File: src/rtl/signed_integrator.sv
// signed_integrator: integrate-and-dump accumulator for signed fixed-point samples.
// Sums max(acc_len,1) valid samples per frame into a DIN_WIDTH+ACC_LEN_WIDTH word
// (binary point unchanged) and emits it with a one-cycle strobe.
// Ports:
//   clk        rising-edge clock
//   rst_n      asynchronous active-low reset
//   din        signed input sample (DIN_WIDTH.DIN_POINT)
//   din_valid  din qualifier
//   sync       single-cycle frame restart pulse
//   acc_len    samples per frame, 0 treated as 1, sampled at frame boundaries and sync
//   dout       signed frame sum (DOUT_WIDTH.DOUT_POINT), holds between strobes
//   dout_valid one-cycle strobe, dout valid
//   frame_drop one-cycle strobe, a partial frame was aborted by sync
module signed_integrator #(
    parameter int DIN_WIDTH     = 16,
    parameter int DIN_POINT     = 15,
    parameter int ACC_LEN_WIDTH = 10
) (
    input  logic                               clk,
    input  logic                               rst_n,
    input  logic [DIN_WIDTH-1:0]               din,
    input  logic                               din_valid,
    input  logic                               sync,
    input  logic [ACC_LEN_WIDTH-1:0]           acc_len,
    output logic [DIN_WIDTH+ACC_LEN_WIDTH-1:0] dout,
    output logic                               dout_valid,
    output logic                               frame_drop
);
    localparam int DOUT_WIDTH = DIN_WIDTH + ACC_LEN_WIDTH;
    localparam int DOUT_POINT = DIN_POINT;
    localparam logic [0:0] WAIT_SYNC = 1'b0;
    localparam logic [0:0] RUN       = 1'b1;

    if (DOUT_POINT > DOUT_WIDTH) begin : g_point_check
        $error("signed_integrator: binary point exceeds output width");
    end

    logic [0:0]               r_state;
    logic [DOUT_WIDTH-1:0]    r_acc;
    logic [ACC_LEN_WIDTH-1:0] r_count;
    logic [ACC_LEN_WIDTH-1:0] r_len;
    logic [DOUT_WIDTH-1:0]    r_dout;
    logic                     r_dout_valid;
    logic                     r_frame_drop;

    logic [DOUT_WIDTH-1:0]    w_din_ext;
    logic [ACC_LEN_WIDTH-1:0] w_len_new;
    logic                     w_run;
    logic [DOUT_WIDTH-1:0]    w_base_acc;
    logic [ACC_LEN_WIDTH-1:0] w_base_cnt;
    logic [ACC_LEN_WIDTH-1:0] w_len;
    logic                     w_take;
    logic [DOUT_WIDTH-1:0]    w_sum;
    logic [ACC_LEN_WIDTH-1:0] w_cnt_inc;
    logic                     w_last;

    // sync restarts the frame in the same cycle, so a sample arriving with it
    // is accumulated onto a cleared frame measured against the freshly loaded length.
    always_comb begin
        w_din_ext  = {{ACC_LEN_WIDTH{din[DIN_WIDTH-1]}}, din};
        w_len_new  = (acc_len == '0) ? ACC_LEN_WIDTH'(1) : acc_len;
        w_run      = (r_state == RUN);
        w_base_acc = sync ? '0 : r_acc;
        w_base_cnt = sync ? '0 : r_count;
        w_len      = sync ? w_len_new : r_len;
        w_take     = din_valid && (sync || w_run);
        w_sum      = w_base_acc + w_din_ext;
        w_cnt_inc  = w_base_cnt + ACC_LEN_WIDTH'(1);
        w_last     = w_take && (w_cnt_inc == w_len);
    end

    always_ff @(posedge clk or negedge rst_n) begin
        if (!rst_n) begin
            r_state      <= WAIT_SYNC;
            r_acc        <= '0;
            r_count      <= '0;
            r_len        <= ACC_LEN_WIDTH'(1);
            r_dout       <= '0;
            r_dout_valid <= 1'b0;
            r_frame_drop <= 1'b0;
        end else begin
            r_state      <= sync ? RUN : r_state;
            r_acc        <= w_last ? '0 : (w_take ? w_sum : w_base_acc);
            r_count      <= w_last ? '0 : (w_take ? w_cnt_inc : w_base_cnt);
            r_len        <= (sync || w_last) ? w_len_new : r_len;
            r_dout       <= w_last ? w_sum : r_dout;
            r_dout_valid <= w_last;
            r_frame_drop <= sync && w_run && (r_count != '0);
        end
    end

    assign dout       = r_dout;
    assign dout_valid = r_dout_valid;
    assign frame_drop = r_frame_drop;
endmodule

File: config.mk
export PLATFORM = sky130hd
export DESIGN_NAME = signed_integrator
export DESIGN_NICKNAME = d
export VERILOG_FILES = /design/src/rtl/signed_integrator.sv
export SDC_FILE = /design/constraint.sdc
export NUM_CORES = 1
export LEC_CHECK = 0
export ABC_AREA = 1
export BUFFER_PORTS_ARGS = -buffer_cell sky130_fd_sc_hd__buf_2
export CAP_MARGIN = 30
export CORE_MARGIN = 4
export CORE_UTILIZATION = 38
export DETAILED_ROUTE_END_ITERATION = 6
export GPL_ROUTABILITY_DRIVEN = 0
export GPL_TIMING_DRIVEN = 0
export SYNTH_ARGS = -nofsm -noshare
export SYNTH_HDL_FRONTEND = slang
export SYNTH_SLANG_ARGS = --single-unit
File: constraint.sdc
create_clock -name clk -period 5.39 [get_ports clk]
set_clock_uncertainty 0.05 [all_clocks]
set_input_delay 0.8085 -clock clk [delete_from_list [all_inputs] [get_ports clk]]
set_output_delay 0.8085 -clock clk [all_outputs]
set_load 0.02 [all_outputs]
## Word-level counts from Yosys, hierarchy flattened

Cells that the tools add are included.

- Output and inout port bits: 28
- Logic and storage cells: 26
- Input bits: 30
- Bits in registers: 75

- Add/sub/neg operators: 2
- Mux-type cells: 8
- Reduce and logical (&&, ||, !) cells: 8
- Eq/ne operators: 1

Operators with widths:

| operator | count |
|---|---|
| $mux 26 | 3 |
| $mux 10 | 5 |
| $add 26x26->26 | 1 |
| $add 10x1->10 const B | 1 |
| $eq 10x10->1 | 1 |
| $logic_not 10->1 | 1 |
| $reduce_bool 10->1 | 1 |
| $logic_and 1x1->1 | 4 |
| $logic_or 1x1->1 | 2 |

## Depth between registers and ports, before layout

- Word-level depth: 6
- Depth in mapped cells: 23
- Mapped depth without buffers: 18

## Worst setup path after synthesis

OpenSTA, ideal clock, no wires.

- Kind: input -> register
- Start: input port sync
- End: register r_acc[8]
- Arrival time: 2.805 ns
- Library setup time: 0.117 ns
- Slack: 2.417 ns
- Path buffers: 6
- Data required time: 5.223 ns
- Stages: 19
- Cells stage by stage: buf_6 -> inv_2 -> buf_6 -> buf_6 -> buf_4 -> nand2_1 -> inv_1 -> ha_1 -> inv_1 -> nor2_1 -> nand2_1 -> nand3b_1 -> nand3_1 -> nor2_1 -> nand3_1 -> nor2_2 -> buf_4 -> buf_6 -> nor2_1

- Cells in the longest elaborated chain, start to end: 5
- Elaborated cells on any way between the ends: 11
- Classes of those cells: add/sub: 2; eq/ne: 1; mux: 5; reduce/logical: 3

RTL lines:

| what | RTL line | text |
|---|---|---|
| from (decl) | 23 | `input logic sync,` |
| $mux 10 | 64 | `w_base_cnt = sync ? '0 : r_count;` |
| $add 10x1->10 | 68 | `w_cnt_inc = w_base_cnt + ACC_LEN_WIDTH'(1);` |
| $eq 10x10->1 | 69 | `w_last = w_take && (w_cnt_inc == w_len);` |
| $logic_and 1x1->1 | 69 |  |
| $mux 26 (*) | 83 | `r_acc <= w_last ? '0 : (w_take ? w_sum : w_base_acc);` |
| to (signal assigned) | 83 |  |
| to (decl) | 39 | `logic [DOUT_WIDTH-1:0] r_acc;` |

Mark *: on every way between the ends. The rest lies on a longest branch, timed or not.
A chain may end at the register's enable or synchronous reset.

## Worst setup path in the final report

- Start: input port sync
- End: register r_acc[21]

Same word-level chain as after synthesis.

==> results.toml <==
[cts]
cts_tree = "built"
cts_resized = 0
cts-root-buf = "clkbuf_16"
numClockSinks = 75
cts_setup_buffers = 0
clock_path_buffers = 2
h-tree-depth = 3
cts_buffers = 9
insertion_delay_ps = 350
clkTransAtPathRegs_ps = 70
hold_buffers = 0

[worst_setup_path]
r2r_slack_ps = 2820
cp.required_ps = 5580
r2r-start = "r_count[0]"
worstPathCellList = "buf_6 > clkbuf_1 > buf_1 > nor2_1 > ha_1 > nand2_1 > nor2_1 > inv_1 > nor3_1 > nand3_1 > nand4_1 > nand3_1 > nand2_1 > inv_1"
path_max_fanout = 10
r2r_cells = 14
slowest_delay_ps = 500
slowest_stage = "buf_1"
r2r_end = "dout[12]"
cp-start-kind = "primary input"
worst-setup-path-type = "in -> reg"
cp-end-kind = "flip-flop"
worstPathArrival_ps = 3670

[synth]
seq_area_frac_synth = 0.335
synth_top_area_frac = 0.331
syn_avg_cell_area_um2 = 6.29
synth_nets = 940
ys_ff_latch = 75
synth_area_um2 = 5600
synth.area.top_cells = "dfrtp_1 (33%), nand2_1 (23%), inv_1 (7.4%), nand3_1 (6.7%), nor2_1 (6.6%)"
syn_inst = 890
yosysTopAreaCell = "dfrtp_1"
ys_warn_count = 0
yosys.cell_types.count = 39

[grt]
grt_start_max_net_pins = 41
grt_overflow = 0
grt_usage = 0.211
grt_pass1_wl_um = 27500
antenna_found_initial = 0
grt_pass1_vias = 5358

[sta]
finalHoldViolCount = 0
tightestPinTransition_ps = 697
slew_headroom = 0.536
setup_tns_ps = 0
drv_slew = 0
final.period_utilization = 0.645
fin_crit_ps = 3480
setup_violations = 0
rsz0062_at_grt = "false"
fmax_ghz = 0.288

[floorplanning]
die_h_um = 129
initial_core_util = 0.387
dieArea_um2 = 16700
coreArea_um2 = 14500
io_pins = 58
die_w_um = 129
row_count = 44

[detailed_routing]
num_vias = 5752
drt_iter0_markers = 428
routed_via_density = 5.01
wl_per_cell_um = 14.9
dr.pass1.iters = 5
drc_errors = 0
final_antenna_net_count = 0
wirelength_um = 17100

[power]
power.density_nw_per_um2 = 276
totalPowerFinal_mw = 1.77
ir_drop_mv = 0.163
power_leakage_nw = 3.67

[layout]
drive_above_1_share = 0.112
antenna_cells = 0
area_growth_pct = 14.5
final_nets = 1008
post_layout_nonfiller_instances = 1147
n_fill_cell = 1559

[worst_hold_path]
holdCritPathClass = "in -> async"

[placement]
dp_hpwl_um = 13200
io_buffers = 56
dp_cells = 1131

[run]
maxCapViolCount = 0

[run_status]
status = "completed"
## sequential cells by signal, summed over array words and instances (netlist names)
register and flops:
frame_drop 1, r_len 10, dout_valid 1, r_state 1, r_count 10, r_acc 26
dout 26
## stage by stage
step,area (um2),hold slack (ps),worst slack [ps],util
2_1_floorplan,5600,399,2420,-
3_3_place_gp,6110,412,1550,0.422
3_5_place_dp,6130,411,1570,0.424
4_1_cts,6410,376,1930,0.443
5_1_grt,6410,395,1640,0.443
6_report,6410,361,1910,0.443
## layer usage
metal	up-vias	global-route usage	part of all wire
li1	2936	-	-
met1	2637	0.279	0.45
met2	148	0.348	0.47
met3	31	0.0404	0.051
met4	0	0.0735	0.028
met5	-	0	0
## report_power, final
group	switching (mW)	internal (mW)
Clock	0.273	0.315
Combinational	0.349	0.176
Sequential	0.0328	0.624
## worst max path at each step
| stage | endpoint | from |
|---|---|---|
| floorplan | r_acc[8] | sync |
| finish | r_acc[21] | sync |
| global placement | r_acc[21] | sync |
| global route | dout[21] | sync |
| detailed placement | r_acc[21] | sync |
| CTS | r_acc[21] | sync |
## cells by family after synthesis
family	after synthesis	synth area share
and+or+nand+nor	554	0.411
buffers and inverters	142	0.107
AOI/OAI and AO/OA	87	0.0813
DFF	75	0.335
adders and majority gates	20	0.0447
xor gates and xnor gates	12	0.0212
## cell type report
type	count	area, um2	area share
Multi-Input combinational cell	673	3130	0.488
Sequential cell	75	1880	0.293
Inverter	114	428	0.0667
Timing Repair Buffer	57	303	0.0472
Tap cell	184	230	0.0359
Clock buffer	9	225	0.0351
Buffer	28	169	0.0263
Clock inverter	7	52.6	0.00820
## cells in the mapped netlist
| library cell | count |
|---|---|
| or2_1 | 1 |
| clkbuf_1 | 8 |
| inv_1 | 111 |
| xnor3_1 | 1 |
| buf_4 | 4 |
| a21boi_0 | 1 |
| dfstp_2 | 1 |
| clkinv_1 | 1 |
| a311oi_1 | 1 |
| buf_1 | 2 |
| nor2_4 | 1 |
| nor2_1 | 98 |
| o21ai_0 | 34 |
| nand3_2 | 1 |
| nor3_1 | 8 |
| nand2_2 | 2 |
| o21bai_1 | 1 |
| nand3b_1 | 6 |
| nor2_2 | 4 |
| xor2_1 | 9 |
| buf_2 | 9 |
| o21ai_1 | 15 |
| a21o_1 | 1 |
| dfrtp_1 | 74 |
| a31oi_1 | 2 |
| a21oi_2 | 1 |
| nand4_2 | 1 |
| ha_1 | 20 |
| nand2_1 | 337 |
| or2_2 | 3 |
| inv_2 | 2 |
| a21oi_1 | 30 |
| xnor2_1 | 2 |
| o21a_1 | 1 |
| nand2_4 | 1 |
| nand4_1 | 12 |
| buf_6 | 5 |
| nand3_1 | 75 |
| nor4_1 | 4 |
## critical path: cells and delay by family
family	cells	cell delay (ps)
AND/OR/NAND/NOR	8	1290
adder cells (fa/ha/maj)	1	410
buffers and inverters	5	1140
## layout by cell type (no fill, tap or decap), drive strengths merged, types with 2 or more instances in the layout
cell type,count
nand2,340
inv,115
nor2,103
buf,77
nand3,76
dfrtp,74
o21ai,49
a21oi,31
ha,20
clkbuf,17
nand4,13
xor2,9
nor3,8
nand3b,6
clkinv,5
nor4,4
or2,4
a31oi,2
xnor2,2
(Power assumes the default switching activity.)
